--- src/rtl/comparator_iterative.sv ---
`timescale 1ns/1ps
// comparator_iterative
//   Multi-cycle magnitude comparator. Two WIDTH-bit operands are latched on an
//   accepted start and compared MSB-first, CHUNK bits per clock. The compare
//   stops at the first chunk that differs. An optional two's-complement mode
//   flips the sign bit of both latched operands, so the unsigned chunk walk
//   yields the signed order.
//
// Parameters
//   WIDTH     operand width; must be a multiple of CHUNK
//   CHUNK     bits compared per cycle
//   SIGNED_EN 1 = honour is_signed, 0 = always unsigned
//
// Ports
//   clk        in   system clock, rising edge
//   rst        in   asynchronous active-high reset
//   start      in   compare request, sampled only while busy=0
//   A, B       in   operands, latched on accepted start
//   is_signed  in   two's-complement compare, latched on accepted start
//   busy       out  compare in progress
//   done       out  one-cycle pulse when R holds a fresh result
//   R          out  {gt, eq, lt}; held until the next compare completes
module comparator_iterative #(
    parameter int WIDTH     = 16,
    parameter int CHUNK     = 4,
    parameter int SIGNED_EN = 1
) (
    input  logic             clk,
    input  logic             rst,
    input  logic             start,
    input  logic [WIDTH-1:0] A,
    input  logic [WIDTH-1:0] B,
    input  logic             is_signed,
    output logic             busy,
    output logic             done,
    output logic [2:0]       R
);

    localparam int NCHUNK = WIDTH / CHUNK;
    localparam int IDX_W  = (NCHUNK > 1) ? $clog2(NCHUNK) : 1;
    localparam logic [IDX_W-1:0] IDX_LAST = IDX_W'(NCHUNK - 1);
    localparam logic [WIDTH-1:0] MSB_MASK = WIDTH'(1) << (WIDTH - 1);

    localparam logic [2:0] R_GT = 3'b100;
    localparam logic [2:0] R_EQ = 3'b010;
    localparam logic [2:0] R_LT = 3'b001;

    typedef enum logic {
        S_IDLE,
        S_COMPARE
    } state_t;

    state_t           state_q, state_d;
    logic [IDX_W-1:0] idx_q, idx_d;
    logic [WIDTH-1:0] reg_a_q, reg_a_d;
    logic [WIDTH-1:0] reg_b_q, reg_b_d;
    logic [2:0]       r_q, r_d;
    logic             done_q, done_d;

    logic [CHUNK-1:0] chunk_a;
    logic [CHUNK-1:0] chunk_b;
    logic [WIDTH-1:0] flip_mask;

    always_ff @(posedge clk or posedge rst) begin
        if (rst) begin
            state_q <= S_IDLE;
            idx_q   <= '0;
            reg_a_q <= '0;
            reg_b_q <= '0;
            r_q     <= '0;
            done_q  <= 1'b0;
        end else begin
            state_q <= state_d;
            idx_q   <= idx_d;
            reg_a_q <= reg_a_d;
            reg_b_q <= reg_b_d;
            r_q     <= r_d;
            done_q  <= done_d;
        end
    end

    always_comb begin
        state_d   = state_q;
        idx_d     = idx_q;
        reg_a_d   = reg_a_q;
        reg_b_d   = reg_b_q;
        r_d       = r_q;
        done_d    = 1'b0;
        chunk_a   = reg_a_q[idx_q * CHUNK +: CHUNK];
        chunk_b   = reg_b_q[idx_q * CHUNK +: CHUNK];
        // Offset-binary: inverting the sign bit of both operands maps signed
        // order onto unsigned order, so the chunk walk stays unsigned.
        flip_mask = ((SIGNED_EN != 0) && is_signed) ? MSB_MASK : '0;

        case (state_q)
            S_IDLE: begin
                if (start) begin
                    reg_a_d = A ^ flip_mask;
                    reg_b_d = B ^ flip_mask;
                    idx_d   = IDX_LAST;
                    state_d = S_COMPARE;
                end
            end
            S_COMPARE: begin
                if (chunk_a > chunk_b) begin
                    r_d     = R_GT;
                    done_d  = 1'b1;
                    state_d = S_IDLE;
                end else if (chunk_a < chunk_b) begin
                    r_d     = R_LT;
                    done_d  = 1'b1;
                    state_d = S_IDLE;
                end else if (idx_q == '0) begin
                    r_d     = R_EQ;
                    done_d  = 1'b1;
                    state_d = S_IDLE;
                end else begin
                    idx_d = idx_q - 1'b1;
                end
            end
            default: state_d = S_IDLE;
        endcase
    end

    assign busy = (state_q == S_COMPARE);
    assign done = done_q;
    assign R    = r_q;

endmodule

--- config.mk ---
export PLATFORM = sky130hd
export DESIGN_NAME = comparator_iterative
export DESIGN_NICKNAME = d
export VERILOG_FILES = /design/src/rtl/comparator_iterative.sv
export SDC_FILE = /design/constraint.sdc
export NUM_CORES = 1
export LEC_CHECK = 0
export ABC_AREA = 1
export CORE_MARGIN = 5
export CORE_UTILIZATION = 40
export CTS_BUF_LIST = sky130_fd_sc_hd__clkbuf_4
export DETAILED_ROUTE_END_ITERATION = 8
export PLACE_DENSITY = 0.65
export SLEW_MARGIN = 10
export SYNTH_ARGS = -nofsm -noshare
export SYNTH_HDL_FRONTEND = slang
export SYNTH_SLANG_ARGS = --single-unit
--- constraint.sdc ---
create_clock -name clk -period 2.7 [get_ports clk]
set_input_delay 0.54 -clock clk [delete_from_list [all_inputs] [get_ports clk]]
set_output_delay 0.54 -clock clk [all_outputs]
set_load 0.02 [all_outputs]
==> results of run 1 <==
## worst max-delay path: cells and delay by family (launching register included)
family          cells  cell delay [ps]
simple gates        8              640
flops               1              440
fa+ha+maj           1              290
buf+inv             1              310
compound gates      2              300
## stage by stage
stage / setup WS, ps / instances / hold WS [ps] / cell area [um^2]
3_5_place_dp: 596 / 276 / 484 / 2380
6_report: 582 / 284 / 507 / 2430
5_1_grt: 287 / 284 / 534 / 2430
2_1_floorplan: 911 / 174 / 454 / 1960
3_3_place_gp: 621 / 276 / 471 / 2380
4_1_cts: 573 / 284 / 509 / 2430
## kinds of logic after synthesis
group                    count (synthesis)  share of synthesized area, %
buffers and inverters                   19                          6.26
XOR/XNOR                                 2                         0.895
adder cells (fa/ha/maj)                  5                          3.19
AND/OR/NAND/NOR                         50                          10.4
flip-flops                              39                          49.8
multiplexers                            27                          20.7
AO/OA/AOI/OAI                           32                          8.69
## report_power, final
group | switching, mW | internal (mW) | total (mW)
combinational | 0.525 | 0.508 | 1.03
clock | 0.183 | 0.107 | 0.289
sequential | 0.126 | 0.759 | 0.886
total | 0.834 | 1.37 | 2.21
## path summary, 6_finish.rpt
path                                       from                       to  slack [ps]
max                        idx_q[0]$_DFFE_PP0P_         R[2]$_DFFE_PP0P_         580
min                            R[0]$_DFFE_PP0P_         R[0]$_DFFE_PP0P_         510
max reg2reg                idx_q[0]$_DFFE_PP0P_         R[2]$_DFFE_PP0P_         580
min reg2reg                    R[0]$_DFFE_PP0P_         R[0]$_DFFE_PP0P_         510
max in group asynchronous                   rst  reg_b_q[14]$_DFFE_PP0P_        1750
min in group asynchronous                   rst  reg_a_q[12]$_DFFE_PP0P_         610
## state kept, by name (all words and copies together), names as in the netlist
signal and cells:
reg_a_q 16, reg_b_q 16, R 3, idx_q 2, busy 1, done 1
## layer usage
layer	vias to the layer above	part of all wire, %	track usage, %
met5	-	0	0
met4	0	1.6	4.73
met3	8	7.1	4.74
met2	31	47	20.4
met1	619	45	15.3
li1	666	-	-
## final cells by class
class                      count  area, um^2
clock buffer                   6        45.0
clock inverter                 2        7.51
fill                         450        2290
inverter                      12        45.0
multi-input combinational    116         860
sequential                    39         976
tap                           67        83.8
timing repair buffer          42         415
## placed cells by master, fill, tap and decap left out, types with 5 or more instances in the layout
master / instances
a21oi_1: 8
inv_1: 10
nor2_1: 18
o21ai_0: 19
ha_1: 5
dfrtp_1: 39
mux2_4: 27
nand2_1: 26
clkbuf_4: 6
clkdlybuf4s50_1: 40
==> impl_results.html, run 1 <==
<table>
<tr><th>Metric</th><th>Value</th></tr>
<tr><th colspan="2">Status</th></tr>
<tr><td>Outcome</td><td>finished, final reports clean</td></tr>
<tr><th colspan="2">Drt</th></tr>
<tr><td>Total Wirelength</td><td>about 3.7 mm</td></tr>
<tr><td>ANT nets after route</td><td>0</td></tr>
<tr><td>1st-iter DRT viols</td><td>67</td></tr>
<tr><td>DRC errors left</td><td>0</td></tr>
<tr><td>Pre-antenna DRT Iters</td><td>4</td></tr>
<tr><td>Drt via density</td><td>4.66</td></tr>
<tr><td>Wire length per cell after detailed routing</td><td>approximately 13 um</td></tr>
<tr><td>Overall via count from detail_route</td><td>1,324</td></tr>
<tr><th colspan="2">Synthesis</th></tr>
<tr><td>Mapped Area</td><td>approximately 2000 um^2</td></tr>
<tr><td>Synthesis-stage register bit count</td><td>39</td></tr>
<tr><td>Part of the Yosys area used for sequential elements</td><td>roughly half</td></tr>
<tr><td>Most repeated cell in the gate-level netlist after synthesis</td><td>dfrtp_1</td></tr>
<tr><td>Asr flop ratio synth</td><td>100%</td></tr>
<tr><td>Avg Inst Size Synth</td><td>roughly 11 um^2</td></tr>
<tr><td>Most used DFF post-synth</td><td>dfrtp_1</td></tr>
<tr><td>Synthesis warning total</td><td>0</td></tr>
<tr><td>Number of instances in the synthesized netlist</td><td>~170</td></tr>
<tr><td>Most frequent cells after synthesis</td><td>dfrtp_1, mux2_4, nand2_1, o21ai_0, nor2_1</td></tr>
<tr><td>Cell type with the highest aggregate area in the netlist</td><td>dfrtp_1</td></tr>
<tr><td>Share of the synthesized area in the top cell type</td><td>around half</td></tr>
<tr><td>Unique cell type count in the Yosys netlist</td><td>20</td></tr>
<tr><td>Number of flops mapped to enable cells by yosys</td><td>0</td></tr>
<tr><td>Top cells by area in the synthesized netlist</td><td>dfrtp_1, mux2_4, nand2_1</td></tr>
<tr><td>Synth Net Count</td><td>between 200 and 250</td></tr>
<tr><th colspan="2">Timing</th></tr>
<tr><td>Time the final worst path needs with I/O delays and setup</td><td>~2100 ps</td></tr>
<tr><td>Maximum clock rate</td><td>around 470 MHz</td></tr>
<tr><td>Final TNS setup</td><td>0 ps</td></tr>
<tr><td>Number of slew-limit violations in the final report</td><td>0</td></tr>
<tr><td>Setup repair after global routing missed its margin</td><td>false</td></tr>
<tr><td>Final setup violation count</td><td>0</td></tr>
<tr><td>Final period util</td><td>between 70 and 80%</td></tr>
<tr><td>Max Clock Skew</td><td>between 8 and 9 ps</td></tr>
<tr><td>Slew headroom</td><td>about three fifths</td></tr>
<tr><td>Worst-margin pin slew</td><td>between 600 and 700 ps</td></tr>
<tr><td>Total count of hold-check failures in the final report</td><td>0</td></tr>
<tr><th colspan="2">CTS</th></tr>
<tr><td>H-tree level count</td><td>2</td></tr>
<tr><td>Sink count of the clock tree</td><td>39</td></tr>
<tr><td>Clock buffers created by TritonCTS</td><td>5</td></tr>
<tr><td>Later-pin clock latency in the skew report</td><td>between 300 and 400 ps</td></tr>
<tr><td>Post-CTS Setup Inserts</td><td>0</td></tr>
<tr><td>Clock transition at the registers of the reported paths</td><td>around 110 ps</td></tr>
<tr><td>CTS tree</td><td>yes</td></tr>
<tr><td>Post_cts resized</td><td>0</td></tr>
<tr><td>Clock Path Buffers</td><td>2</td></tr>
<tr><td>Total of hold buffers inserted after clock tree synthesis</td><td>0</td></tr>
<tr><td>Root buffer cell</td><td>clkbuf_4</td></tr>
<tr><th colspan="2">Floorplanning</th></tr>
<tr><td>CORE AREA</td><td>about 4700 um^2</td></tr>
<tr><td>I/O pin count</td><td>41</td></tr>
<tr><td>Placement Rows</td><td>25</td></tr>
<tr><td>Die footprint</td><td>6390 um^2</td></tr>
<tr><td>Die H</td><td>~80 um</td></tr>
<tr><td>Floorplan die width</td><td>between 70 and 80 um</td></tr>
<tr><td>Initial Util</td><td>slightly above 40%</td></tr>
<tr><th colspan="2">Setup path</th></tr>
<tr><td>Cell repeated most along the worst path</td><td>nand2_1</td></tr>
<tr><td>Crit Path Class</td><td>reg2reg</td></tr>
<tr><td>Largest stage delay on the critical path</td><td>~440 ps</td></tr>
<tr><td>Crit path capture type</td><td>flop</td></tr>
<tr><td>Cell breakdown of the critical path</td><td>inv_1, nand2_1, a32o_1, ha_1, nand2_1, nand2_1, nand2_1, nand2_1, nand3_1, nand2_1, nand2_1, o21ai_0</td></tr>
<tr><td>Top fanout value on the critical path</td><td>14</td></tr>
<tr><td>Required time of the worst setup path</td><td>between 2000 and 3000 ps</td></tr>
<tr><td>Data arrival time at the worst-slack endpoint</td><td>2340 ps</td></tr>
<tr><td>Worst-path cell with the longest stage delay</td><td>dfrtp_1</td></tr>
<tr><td>Cells on worst reg2reg path</td><td>12</td></tr>
<tr><td>Critical Path Source Type</td><td>flop</td></tr>
<tr><th colspan="2">Placement</th></tr>
<tr><td>Total half-perimeter wirelength after legalization and detailed placement</td><td>2.68 mm</td></tr>
<tr><td>Number of buffer cells added on primary ports</td><td>40</td></tr>
<tr><td>Weighted congestion reported at the end of routability-driven placement</td><td>between 0.8 and 0.9</td></tr>
<tr><th colspan="2">Finish</th></tr>
<tr><td>Antenna diode instance count</td><td>0</td></tr>
<tr><td>Layout-stage area growth over the synthesis result</td><td>24.2%</td></tr>
<tr><td>Fraction of final layout cells with drive strength greater than 1</td><td>18.0%</td></tr>
<tr><td>Final design utilization</td><td>51.5%</td></tr>
<tr><td>Final-stage net count</td><td>~260</td></tr>
<tr><th colspan="2">Global routing</th></tr>
<tr><td>Overall fraction of global-route tracks in use</td><td>between 10% and 20%</td></tr>
<tr><td>Pin count of the biggest net entering global routing</td><td>41</td></tr>
<tr><td>Antenna violations before repair</td><td>0</td></tr>
<tr><td>Via count of the first global-routing pass</td><td>between 1,000 and 1,500</td></tr>
<tr><td>Residual overflow from global routing</td><td>0</td></tr>
<tr><td>Wire length of the first global-routing pass</td><td>6.15 mm</td></tr>
<tr><th colspan="2">Hold path</th></tr>
<tr><td>Hold Path Stages</td><td>2</td></tr>
<tr><td>Hold Crit Class</td><td>reg2reg</td></tr>
<tr><th colspan="2">Power and ir drop</th></tr>
<tr><td>Final Total Pwr</td><td>between 2 and 2.5 mW</td></tr>
<tr><td>VDD IR max</td><td>slightly above 0.3 mV</td></tr>
<tr><td>Pwr dens</td><td>approximately 910 nW/um^2</td></tr>
<tr><td>Static Leakage</td><td>about 1.1 nW</td></tr>
<tr><th colspan="2">Flow run</th></tr>
<tr><td>Maxcap violations</td><td>0</td></tr>
</table>
(Power assumes the default switching activity.)
==> run 2: changes to the inputs <==
PLACE_DENSITY = 0.68   (was 0.65)
clock period = 1.8 ns   (was 2.7 ns; I/O delays follow)
==> impl_results.html, run 2 (synthesized netlist as in run 1, its figures left out) <==
<table>
<tr><th>Metric</th><th>Value</th></tr>
<tr><th colspan="2">Finish</th></tr>
<tr><td>Most common library cell in the layout ignoring fill and taps</td><td>clkdlybuf4s50_1</td></tr>
<tr><td>Antenna diode instance count</td><td>0 (unchanged)</td></tr>
<tr><td>Cell area after layout</td><td>2720 um^2 (+12%)</td></tr>
<tr><td>Layout-stage area growth over the synthesis result</td><td>39.0%</td></tr>
<tr><td>Fraction of final layout cells with drive strength greater than 1</td><td>34.6% (+17 points)</td></tr>
<tr><td>Leading cell types in the layout, fill and taps excluded</td><td>clkdlybuf4s50_1, dfrtp_1, mux2_4</td></tr>
<tr><td>Final-stage net count</td><td>272 (+5.8%)</td></tr>
<tr><td>Fill count</td><td>404 (-10%)</td></tr>
<tr><th colspan="2">Setup path</th></tr>
<tr><td>Crit Path Class</td><td>reg2reg</td></tr>
<tr><td>Cells on worst reg2reg path</td><td>11 (-1)</td></tr>
<tr><td>Worst-path cell with the longest stage delay</td><td>dfrtp_2</td></tr>
<tr><td>Cell breakdown of the critical path</td><td>buf_6, o21ai_1, o22ai_1, ha_1, nand2_4, inv_2, nand2_2, nand2_2, nand4_1, nand2_2, buf_4</td></tr>
<tr><td>Largest stage delay on the critical path</td><td>480 ps (+40 ps)</td></tr>
<tr><td>Number of logic stages on the critical path including buffering</td><td>11 (-1)</td></tr>
<tr><td>Timing startpoint of the critical path</td><td>idx_q[0]$_DFFE_PP0P_</td></tr>
<tr><td>Buffers and inverters on the worst path</td><td>3 (+2)</td></tr>
<tr><td>Critical Path Source Type</td><td>flop</td></tr>
<tr><td>Worst reg2reg path endpoint</td><td>busy$_DFF_PP0_</td></tr>
<tr><td>Crit path capture type</td><td>flop</td></tr>
<tr><td>FF-to-FF setup slack</td><td>-170 ps (-750 ps)</td></tr>
<tr><td>Termination of the worst setup path</td><td>busy$_DFF_PP0_</td></tr>
<tr><td>Data arrival time at the worst-slack endpoint</td><td>2210 ps (-130 ps)</td></tr>
<tr><td>Top fanout value on the critical path</td><td>8 (-6)</td></tr>
<tr><td>Required time of the worst setup path</td><td>2040 ps (-890 ps)</td></tr>
<tr><td>Cell repeated most along the worst path</td><td>nand2_2</td></tr>
<tr><td>R2R Path Start</td><td>idx_q[0]$_DFFE_PP0P_</td></tr>
<tr><td>Family of cells with the greatest summed delay on the critical path</td><td>flip-flops</td></tr>
<tr><th colspan="2">Drt</th></tr>
<tr><td>Wire length per cell after detailed routing</td><td>13.8 um (+6.2%)</td></tr>
<tr><td>1st-iter DRT viols</td><td>57 (-15%)</td></tr>
<tr><td>DRC errors left</td><td>0 (unchanged)</td></tr>
<tr><td>Overall via count from detail_route</td><td>1,399 (+5.7%)</td></tr>
<tr><td>Drt via density</td><td>4.69 (+0.70%)</td></tr>
<tr><td>Total Wirelength</td><td>4.10 mm (+11%)</td></tr>
<tr><td>ANT nets after route</td><td>0 (unchanged)</td></tr>
<tr><td>Pre-antenna DRT Iters</td><td>4 (unchanged)</td></tr>
<tr><th colspan="2">Power and ir drop</th></tr>
<tr><td>Internal power</td><td>2.69 mW (+96%)</td></tr>
<tr><td>Part of the power in registers</td><td>30.8% (-9.3 points)</td></tr>
<tr><td>VDD IR max</td><td>0.669 mV (+110%)</td></tr>
<tr><td>Net switching power of the design</td><td>1.66 mW (+99%)</td></tr>
<tr><td>Portion of total power attributed to combinational logic</td><td>56.2% (+9.4 points)</td></tr>
<tr><td>Switching share of power</td><td>38.1% (+0.38 points)</td></tr>
<tr><td>Clock group share of total power</td><td>13.0% (about the same)</td></tr>
<tr><td>Pwr dens</td><td>1600 nW/um^2 (+76%)</td></tr>
<tr><td>Static Leakage</td><td>1.26 nW (+10%)</td></tr>
<tr><th colspan="2">Timing</th></tr>
<tr><td>Max Clock Skew</td><td>4.32 ps (-4.20 ps)</td></tr>
<tr><td>Final setup violation count</td><td>6 (+6)</td></tr>
<tr><td>Slack of the critical path</td><td>-168 ps (-750 ps)</td></tr>
<tr><td>Final period util</td><td>109% (+31 points)</td></tr>
<tr><td>Total count of hold-check failures in the final report</td><td>0 (unchanged)</td></tr>
<tr><td>Worst-margin pin slew</td><td>480 ps (-135 ps)</td></tr>
<tr><td>Time the final worst path needs with I/O delays and setup</td><td>1970 ps (-150 ps)</td></tr>
<tr><td>Number of slew-limit violations in the final report</td><td>0 (unchanged)</td></tr>
<tr><td>Maximum clock rate</td><td>508 MHz (+7.6%)</td></tr>
<tr><td>Slew headroom</td><td>68.0% (+9.0 points)</td></tr>
<tr><td>Setup repair after global routing missed its margin</td><td>true</td></tr>
<tr><td>Tightest hold margin</td><td>434 ps (-73.3 ps)</td></tr>
<tr><th colspan="2">Floorplanning</th></tr>
<tr><td>CORE AREA</td><td>4720 um^2 (unchanged)</td></tr>
<tr><td>Floorplan die width</td><td>80.0 um (unchanged)</td></tr>
<tr><td>Die footprint</td><td>6390 um^2 (unchanged)</td></tr>
<tr><td>Initial Util</td><td>41.5% (unchanged)</td></tr>
<tr><td>I/O pin count</td><td>41 (unchanged)</td></tr>
<tr><td>Placement Rows</td><td>25 (unchanged)</td></tr>
<tr><td>Die H</td><td>80.0 um (unchanged)</td></tr>
<tr><th colspan="2">Global routing</th></tr>
<tr><td>Antenna violations before repair</td><td>0 (unchanged)</td></tr>
<tr><td>Wire length of the first global-routing pass</td><td>6.78 mm (+10%)</td></tr>
<tr><td>Overall fraction of global-route tracks in use</td><td>13.8% (+1.2 points)</td></tr>
<tr><td>Residual overflow from global routing</td><td>0 (unchanged)</td></tr>
<tr><td>Pin count of the biggest net entering global routing</td><td>40 (-2.4%)</td></tr>
<tr><td>Via count of the first global-routing pass</td><td>1,393 (+4.7%)</td></tr>
<tr><th colspan="2">CTS</th></tr>
<tr><td>Clock Path Buffers</td><td>2 (unchanged)</td></tr>
<tr><td>Total of hold buffers inserted after clock tree synthesis</td><td>0 (unchanged)</td></tr>
<tr><td>Sink count of the clock tree</td><td>39 (unchanged)</td></tr>
<tr><td>Clock transition at the registers of the reported paths</td><td>110 ps (about the same)</td></tr>
<tr><td>CTS tree</td><td>yes</td></tr>
<tr><td>Later-pin clock latency in the skew report</td><td>330 ps (-20 ps)</td></tr>
<tr><td>Root buffer cell</td><td>clkbuf_4</td></tr>
<tr><td>Clock buffers created by TritonCTS</td><td>5 (unchanged)</td></tr>
<tr><td>H-tree level count</td><td>2 (unchanged)</td></tr>
<tr><th colspan="2">Placement</th></tr>
<tr><td>Weighted congestion reported at the end of routability-driven placement</td><td>0.824 (+1.0%)</td></tr>
<tr><td>Placed cell areas</td><td>2490 um^2 (+4.8%)</td></tr>
<tr><td>Number of buffer cells added on primary ports</td><td>40 (unchanged)</td></tr>
<tr><td>Total half-perimeter wirelength after legalization and detailed placement</td><td>2.88 mm (+7.4%)</td></tr>
<tr><th colspan="2">Hold path</th></tr>
<tr><td>Hold Crit Class</td><td>in2async</td></tr>
<tr><th colspan="2">Status</th></tr>
<tr><td>Violated checks</td><td>setup timing</td></tr>
<tr><td>Outcome</td><td>complete, but fails checks</td></tr>
<tr><th colspan="2">Flow run</th></tr>
<tr><td>Maxcap violations</td><td>0 (unchanged)</td></tr>
</table>
run 2: cell types whose count changed in the layout (fill, tap and decap cells not counted), sizes merged:
| cell | delta |
|---|---|
| buf | +15 |
| bufinv | +1 |
| clkinv | -2 |
run 2: per-stage QoR:
step	std cells	total power [mW]	setup WS, ps	setup TNS [ps]	utilization (%)
floorplan	174	2.52	10.9	0	-
global placement	288	3.12	-101	-428	52.8
detailed placement	288	3.18	-136	-699	52.8
CTS	297	4.04	-110	-291	55.9
global route	298	4.66	-212	-1220	57.6
finish	298	4.35	-168	-628	57.6
run 2: cell type report:
cell class / count / area [um^2] / share of cell area (%)
clock inverter: 1 / 30.0 / 1.10
tap: 67 / 83.8 / 3.08
timing repair buffer: 57 / 572 / 21.0
multi-input combinational: 116 / 967 / 35.5
inverter: 12 / 47.5 / 1.75
clock buffer: 6 / 45.0 / 1.65
sequential: 39 / 977 / 35.9
run 2: how the worst min path moves through the flow:
stage                     slack [ps]  cells past startpoint                     from                 endpoint
after global placement           470                      2         R[0]$_DFFE_PP0P_         R[0]$_DFFE_PP0P_
after global routing             490                      3                      rst     idx_q[1]$_DFFE_PP0P_
after CTS                        440                      3                      rst         R[1]$_DFFE_PP0P_
after detailed placement         480                      2         R[0]$_DFFE_PP0P_         R[0]$_DFFE_PP0P_
after floorplan                  450                      2  reg_a_q[15]$_DFFE_PP0P_  reg_a_q[15]$_DFFE_PP0P_
final                            430                      3                      rst   reg_a_q[8]$_DFFE_PP0P_
run 2: metal layers:
metal | routed length (um) | track usage (%) | up-vias
li1 | - | - | 703
met1 | 1890 | 19.1 | 659
met2 | 1970 | 20.9 | 37
met3 | 239 | 4.40 | 0
met4 | 0 | 3.55 | 0
met5 | 0 | 0 | -
run 2: repair_timing:
action,CTS,global route
buffers inserted,1,1
pin swaps,13,15
gates cloned,1,0
endpoints found under the setup margin,7,7
gates resized for setup,33,19
run 2: worst min-delay path: cells and delay by family:
family	cells	cell delay, ps
buf+inv	3	860
run 2: power by group through the flow:
stage | clock network, mW | logic, mW | registers, mW
global placement | 0 | 1.81 | 1.31
finish | 0.563 | 2.44 | 1.34
global route | 0.614 | 2.67 | 1.38
floorplan | 0 | 1.20 | 1.32
CTS | 0.585 | 2.13 | 1.33
detailed placement | 0 | 1.86 | 1.32
==> run 3: changes to the inputs <==
ABC_AREA = default   (was 1)
==> impl_results.html, run 3 <==
<table>
<tr><th>Metric</th><th>Value</th></tr>
<tr><th colspan="2">Timing</th></tr>
<tr><td>Worst-margin pin slew</td><td>487 ps (+7.43 ps)</td></tr>
<tr><td>Time the final worst path needs with I/O delays and setup</td><td>2250 ps (+285 ps)</td></tr>
<tr><td>Number of slew-limit violations in the final report</td><td>0 (unchanged)</td></tr>
<tr><td>Slew headroom</td><td>67.5% (-0.50 points)</td></tr>
<tr><td>Setup repair after global routing missed its margin</td><td>true</td></tr>
<tr><td>Final TNS setup</td><td>-2650 ps (-2020 ps)</td></tr>
<tr><td>Slack of the critical path</td><td>-453 ps (-285 ps)</td></tr>
<tr><td>Tightest hold margin</td><td>430 ps (-3.77 ps)</td></tr>
<tr><td>Final period util</td><td>125% (+16 points)</td></tr>
<tr><td>Maximum clock rate</td><td>444 MHz (-13%)</td></tr>
<tr><td>Total count of hold-check failures in the final report</td><td>0 (unchanged)</td></tr>
<tr><td>Final setup violation count</td><td>7 (+1)</td></tr>
<tr><td>Max Clock Skew</td><td>4.51 ps (+0.182 ps)</td></tr>
<tr><th colspan="2">Drt</th></tr>
<tr><td>Total Wirelength</td><td>3.53 mm (-14%)</td></tr>
<tr><td>1st-iter DRT viols</td><td>53 (-7.0%)</td></tr>
<tr><td>Pre-antenna DRT Iters</td><td>4 (unchanged)</td></tr>
<tr><td>Drt via density</td><td>5.10 (+8.7%)</td></tr>
<tr><td>Wire length per cell after detailed routing</td><td>15.4 um (+12%)</td></tr>
<tr><td>Overall via count from detail_route</td><td>1,169 (-16%)</td></tr>
<tr><td>ANT nets after route</td><td>0 (unchanged)</td></tr>
<tr><td>DRC errors left</td><td>0 (unchanged)</td></tr>
<tr><th colspan="2">Power and ir drop</th></tr>
<tr><td>Static Leakage</td><td>1.03 nW (-19%)</td></tr>
<tr><td>Final Total Pwr</td><td>3.18 mW (-27%)</td></tr>
<tr><td>VDD IR max</td><td>0.529 mV (-21%)</td></tr>
<tr><td>Pwr dens</td><td>1290 nW/um^2 (-19%)</td></tr>
<tr><th colspan="2">Setup path</th></tr>
<tr><td>Family of cells with the greatest summed delay on the critical path</td><td>multiplexers</td></tr>
<tr><td>Worst reg2reg path endpoint</td><td>idx_q[1]$_DFFE_PP0P_</td></tr>
<tr><td>Termination of the worst setup path</td><td>idx_q[1]$_DFFE_PP0P_</td></tr>
<tr><td>Worst-path cell with the longest stage delay</td><td>mux4_2</td></tr>
<tr><td>Cell breakdown of the critical path</td><td>buf_6, mux4_2, ha_4, and2b_2, o211ai_4, a2111oi_4, mux2i_1</td></tr>
<tr><td>Buffers and inverters on the worst path</td><td>1 (-2)</td></tr>
<tr><td>Required time of the worst setup path</td><td>2060 ps (+20 ps)</td></tr>
<tr><td>Data arrival time at the worst-slack endpoint</td><td>2520 ps (+310 ps)</td></tr>
<tr><td>Top fanout value on the critical path</td><td>3 (-5)</td></tr>
<tr><td>R2R Path Start</td><td>idx_q[0]$_DFFE_PP0P_</td></tr>
<tr><td>Timing startpoint of the critical path</td><td>idx_q[0]$_DFFE_PP0P_</td></tr>
<tr><td>Largest stage delay on the critical path</td><td>520 ps (+40 ps)</td></tr>
<tr><td>Number of logic stages on the critical path including buffering</td><td>7 (-4)</td></tr>
<tr><td>Crit Path Class</td><td>reg2reg</td></tr>
<tr><td>Critical Path Source Type</td><td>flop</td></tr>
<tr><td>Crit path capture type</td><td>flop</td></tr>
<tr><td>Cells on worst reg2reg path</td><td>7 (-4)</td></tr>
<tr><td>FF-to-FF setup slack</td><td>-450 ps (-290 ps)</td></tr>
<tr><th colspan="2">Finish</th></tr>
<tr><td>Antenna diode instance count</td><td>0 (unchanged)</td></tr>
<tr><td>Final design utilization</td><td>56.1% (-1.5 points)</td></tr>
<tr><td>Fraction of final layout cells with drive strength greater than 1</td><td>33.9% (-0.73 points)</td></tr>
<tr><td>Layout-stage area growth over the synthesis result</td><td>33.5%</td></tr>
<tr><td>Final-stage net count</td><td>217 (-20%)</td></tr>
<tr><td>Cell area after layout</td><td>2480 um^2 (-9.1%)</td></tr>
<tr><td>Most common library cell in the layout ignoring fill and taps</td><td>clkdlybuf4s50_1</td></tr>
<tr><td>Total area of sequential cells</td><td>976 um^2 (-0.13%)</td></tr>
<tr><td>Fill count</td><td>349 (-14%)</td></tr>
<tr><td>Leading cell types in the layout, fill and taps excluded</td><td>clkdlybuf4s50_1, dfrtp_1, mux2_2</td></tr>
<tr><td>Multi-input gate area</td><td>850 um^2 (-12%)</td></tr>
<tr><th colspan="2">Synthesis</th></tr>
<tr><td>Unique cell type count in the Yosys netlist</td><td>29 (+45%)</td></tr>
<tr><td>Most repeated cell in the gate-level netlist after synthesis</td><td>dfrtp_1</td></tr>
<tr><td>Synthesis-stage register bit count</td><td>39 (unchanged)</td></tr>
<tr><td>Number of instances in the synthesized netlist</td><td>125 (-28%)</td></tr>
<tr><td>Cell type with the highest aggregate area in the netlist</td><td>dfrtp_1</td></tr>
<tr><td>Asr flop ratio synth</td><td>100% (unchanged)</td></tr>
<tr><td>Share of the synthesized area in compound gates (AO/OA/AOI/OAI)</td><td>7.35% (-1.3 points)</td></tr>
<tr><td>Top cells by area in the synthesized netlist</td><td>dfrtp_1, mux2_2, mux4_2</td></tr>
<tr><td>XOR/XNOR share of the synthesized area</td><td>0.945% (+0.050 points)</td></tr>
<tr><td>Synth Net Count</td><td>166 (-23%)</td></tr>
<tr><td>Simple-gate share of the synthesized area</td><td>3.31% (-7.1 points)</td></tr>
<tr><td>Synthesis warning total</td><td>0 (unchanged)</td></tr>
<tr><td>Most used DFF post-synth</td><td>dfrtp_1</td></tr>
<tr><td>Mux share of post-synthesis cell area</td><td>28.5% (+7.8 points)</td></tr>
<tr><td>Share of the synthesized area in the top cell type</td><td>52.6% (+2.8 points)</td></tr>
<tr><td>Part of the Yosys area used for sequential elements</td><td>52.6% (+2.8 points)</td></tr>
<tr><td>Dominant combinational cell family by area after synthesis</td><td>multiplexers</td></tr>
<tr><td>Avg Inst Size Synth</td><td>14.8 um^2 (+32%)</td></tr>
<tr><td>Number of flops mapped to enable cells by yosys</td><td>0 (unchanged)</td></tr>
<tr><td>Most frequent cells after synthesis</td><td>dfrtp_1, mux2_2, inv_1, mux2_1, mux4_2</td></tr>
<tr><td>Mapped Area</td><td>1850 um^2 (-5.3%)</td></tr>
<tr><td>Fraction of the mapped netlist area in adder cells</td><td>3.37% (+0.18 points)</td></tr>
<tr><th colspan="2">Placement</th></tr>
<tr><td>Total half-perimeter wirelength after legalization and detailed placement</td><td>2.66 mm (-7.5%)</td></tr>
<tr><td>Weighted congestion reported at the end of routability-driven placement</td><td>0.752 (-8.8%)</td></tr>
<tr><td>Number of buffer cells added on primary ports</td><td>40 (unchanged)</td></tr>
<tr><td>Placed cell areas</td><td>2410 um^2 (-3.5%)</td></tr>
<tr><th colspan="2">Floorplanning</th></tr>
<tr><td>Initial Util</td><td>42.0% (+0.55 points)</td></tr>
<tr><td>Die H</td><td>78.1 um (-2.4%)</td></tr>
<tr><td>Placement Rows</td><td>24 (-4.0%)</td></tr>
<tr><td>I/O pin count</td><td>41 (unchanged)</td></tr>
<tr><td>Floorplan die width</td><td>78.1 um (-2.4%)</td></tr>
<tr><td>CORE AREA</td><td>4410 um^2 (-6.5%)</td></tr>
<tr><td>Die footprint</td><td>6100 um^2 (-4.6%)</td></tr>
<tr><th colspan="2">Global routing</th></tr>
<tr><td>Residual overflow from global routing</td><td>0 (unchanged)</td></tr>
<tr><td>Via count of the first global-routing pass</td><td>1,307 (-6.2%)</td></tr>
<tr><td>Pin count of the biggest net entering global routing</td><td>40 (unchanged)</td></tr>
<tr><td>Antenna violations before repair</td><td>0 (unchanged)</td></tr>
<tr><td>Overall fraction of global-route tracks in use</td><td>12.4% (-1.4 points)</td></tr>
<tr><td>Wire length of the first global-routing pass</td><td>6.17 mm (-9.0%)</td></tr>
<tr><th colspan="2">Flow run</th></tr>
<tr><td>Maxcap violations</td><td>0 (unchanged)</td></tr>
<tr><th colspan="2">Status</th></tr>
<tr><td>Outcome</td><td>complete, but fails checks</td></tr>
<tr><td>Violated checks</td><td>setup timing</td></tr>
<tr><th colspan="2">Hold path</th></tr>
<tr><td>Hold Crit Class</td><td>in2async</td></tr>
<tr><th colspan="2">CTS</th></tr>
<tr><td>Clock buffers created by TritonCTS</td><td>5 (unchanged)</td></tr>
<tr><td>H-tree level count</td><td>2 (unchanged)</td></tr>
<tr><td>Clock transition at the registers of the reported paths</td><td>110 ps (about the same)</td></tr>
<tr><td>CTS tree</td><td>yes</td></tr>
<tr><td>Sink count of the clock tree</td><td>39 (unchanged)</td></tr>
<tr><td>Root buffer cell</td><td>clkbuf_4</td></tr>
<tr><td>Clock Path Buffers</td><td>2 (unchanged)</td></tr>
<tr><td>Later-pin clock latency in the skew report</td><td>340 ps (about the same)</td></tr>
<tr><td>Post-CTS Setup Inserts</td><td>0 (-1)</td></tr>
<tr><td>Total of hold buffers inserted after clock tree synthesis</td><td>0 (unchanged)</td></tr>
</table>
run 3: timing repair:
action	CTS	global route
endpoints found under the setup margin	7	7
pin swaps	1	2
gates cloned	0	0
resized for setup	1	5
run 3: routing by layer:
| layer | GRT usage [%] | wire length, um | vias to the layer above |
|---|---|---|---|
| met4 | 3.04 | 10 | 0 |
| met3 | 4.46 | 229 | 2 |
| li1 | - | - | 559 |
| met2 | 19.4 | 1650 | 32 |
| met5 | 0 | 0 | - |
| met1 | 16.6 | 1640 | 576 |
run 3: how the worst min path moves through the flow:
stage,endpoint,slack (ps),depth (start not counted)
finish,reg_b_q[7]$_DFFE_PP0P_,430,3
global route,reg_b_q[14]$_DFFE_PP0P_,470,3
floorplan,reg_a_q[11]$_DFFE_PP0P_,450,1
global placement,reg_b_q[0]$_DFFE_PP0P_,470,1
detailed placement,reg_b_q[1]$_DFFE_PP0P_,470,1
CTS,reg_b_q[7]$_DFFE_PP0P_,430,3
run 3: through the flow:
step           setup slack (ps)  std cells
6_report                   -453        229
5_1_grt                    -519        229
4_1_cts                    -470        229
3_5_place_dp               -445        221
3_3_place_gp               -379        221
2_1_floorplan              -363        125
run 3: area by class of cell:
| class | count | share of cell area [%] |
|---|---|---|
| sequential | 39 | 39.4 |
| multi-input combinational | 71 | 34.3 |
| clock buffer | 6 | 1.82 |
| clock inverter | 2 | 0.303 |
| inverter | 8 | 1.21 |
| tap | 52 | 2.63 |
| timing repair buffer | 51 | 20.3 |
run 3: cell families (layout without fill, tap and decap cells):
group / Yosys count / after routing
mux: 39 / 39
flops: 39 / 39
compound gates: 15 / 15
buf+inv: 15 / 67
simple gates: 10 / 10
fa+ha+maj: 5 / 5
xor+xnor: 2 / 2
run 3: where the power goes:
part | internal, mW | switching [mW]
Clock | 0.160 | 0.278
Combinational | 0.884 | 0.648
Sequential | 1.10 | 0.117
run 3: worst min-delay path: stages:
cell	delay [ps]
clkdlybuf4s50_1	390
inv_1	50
buf_4	420
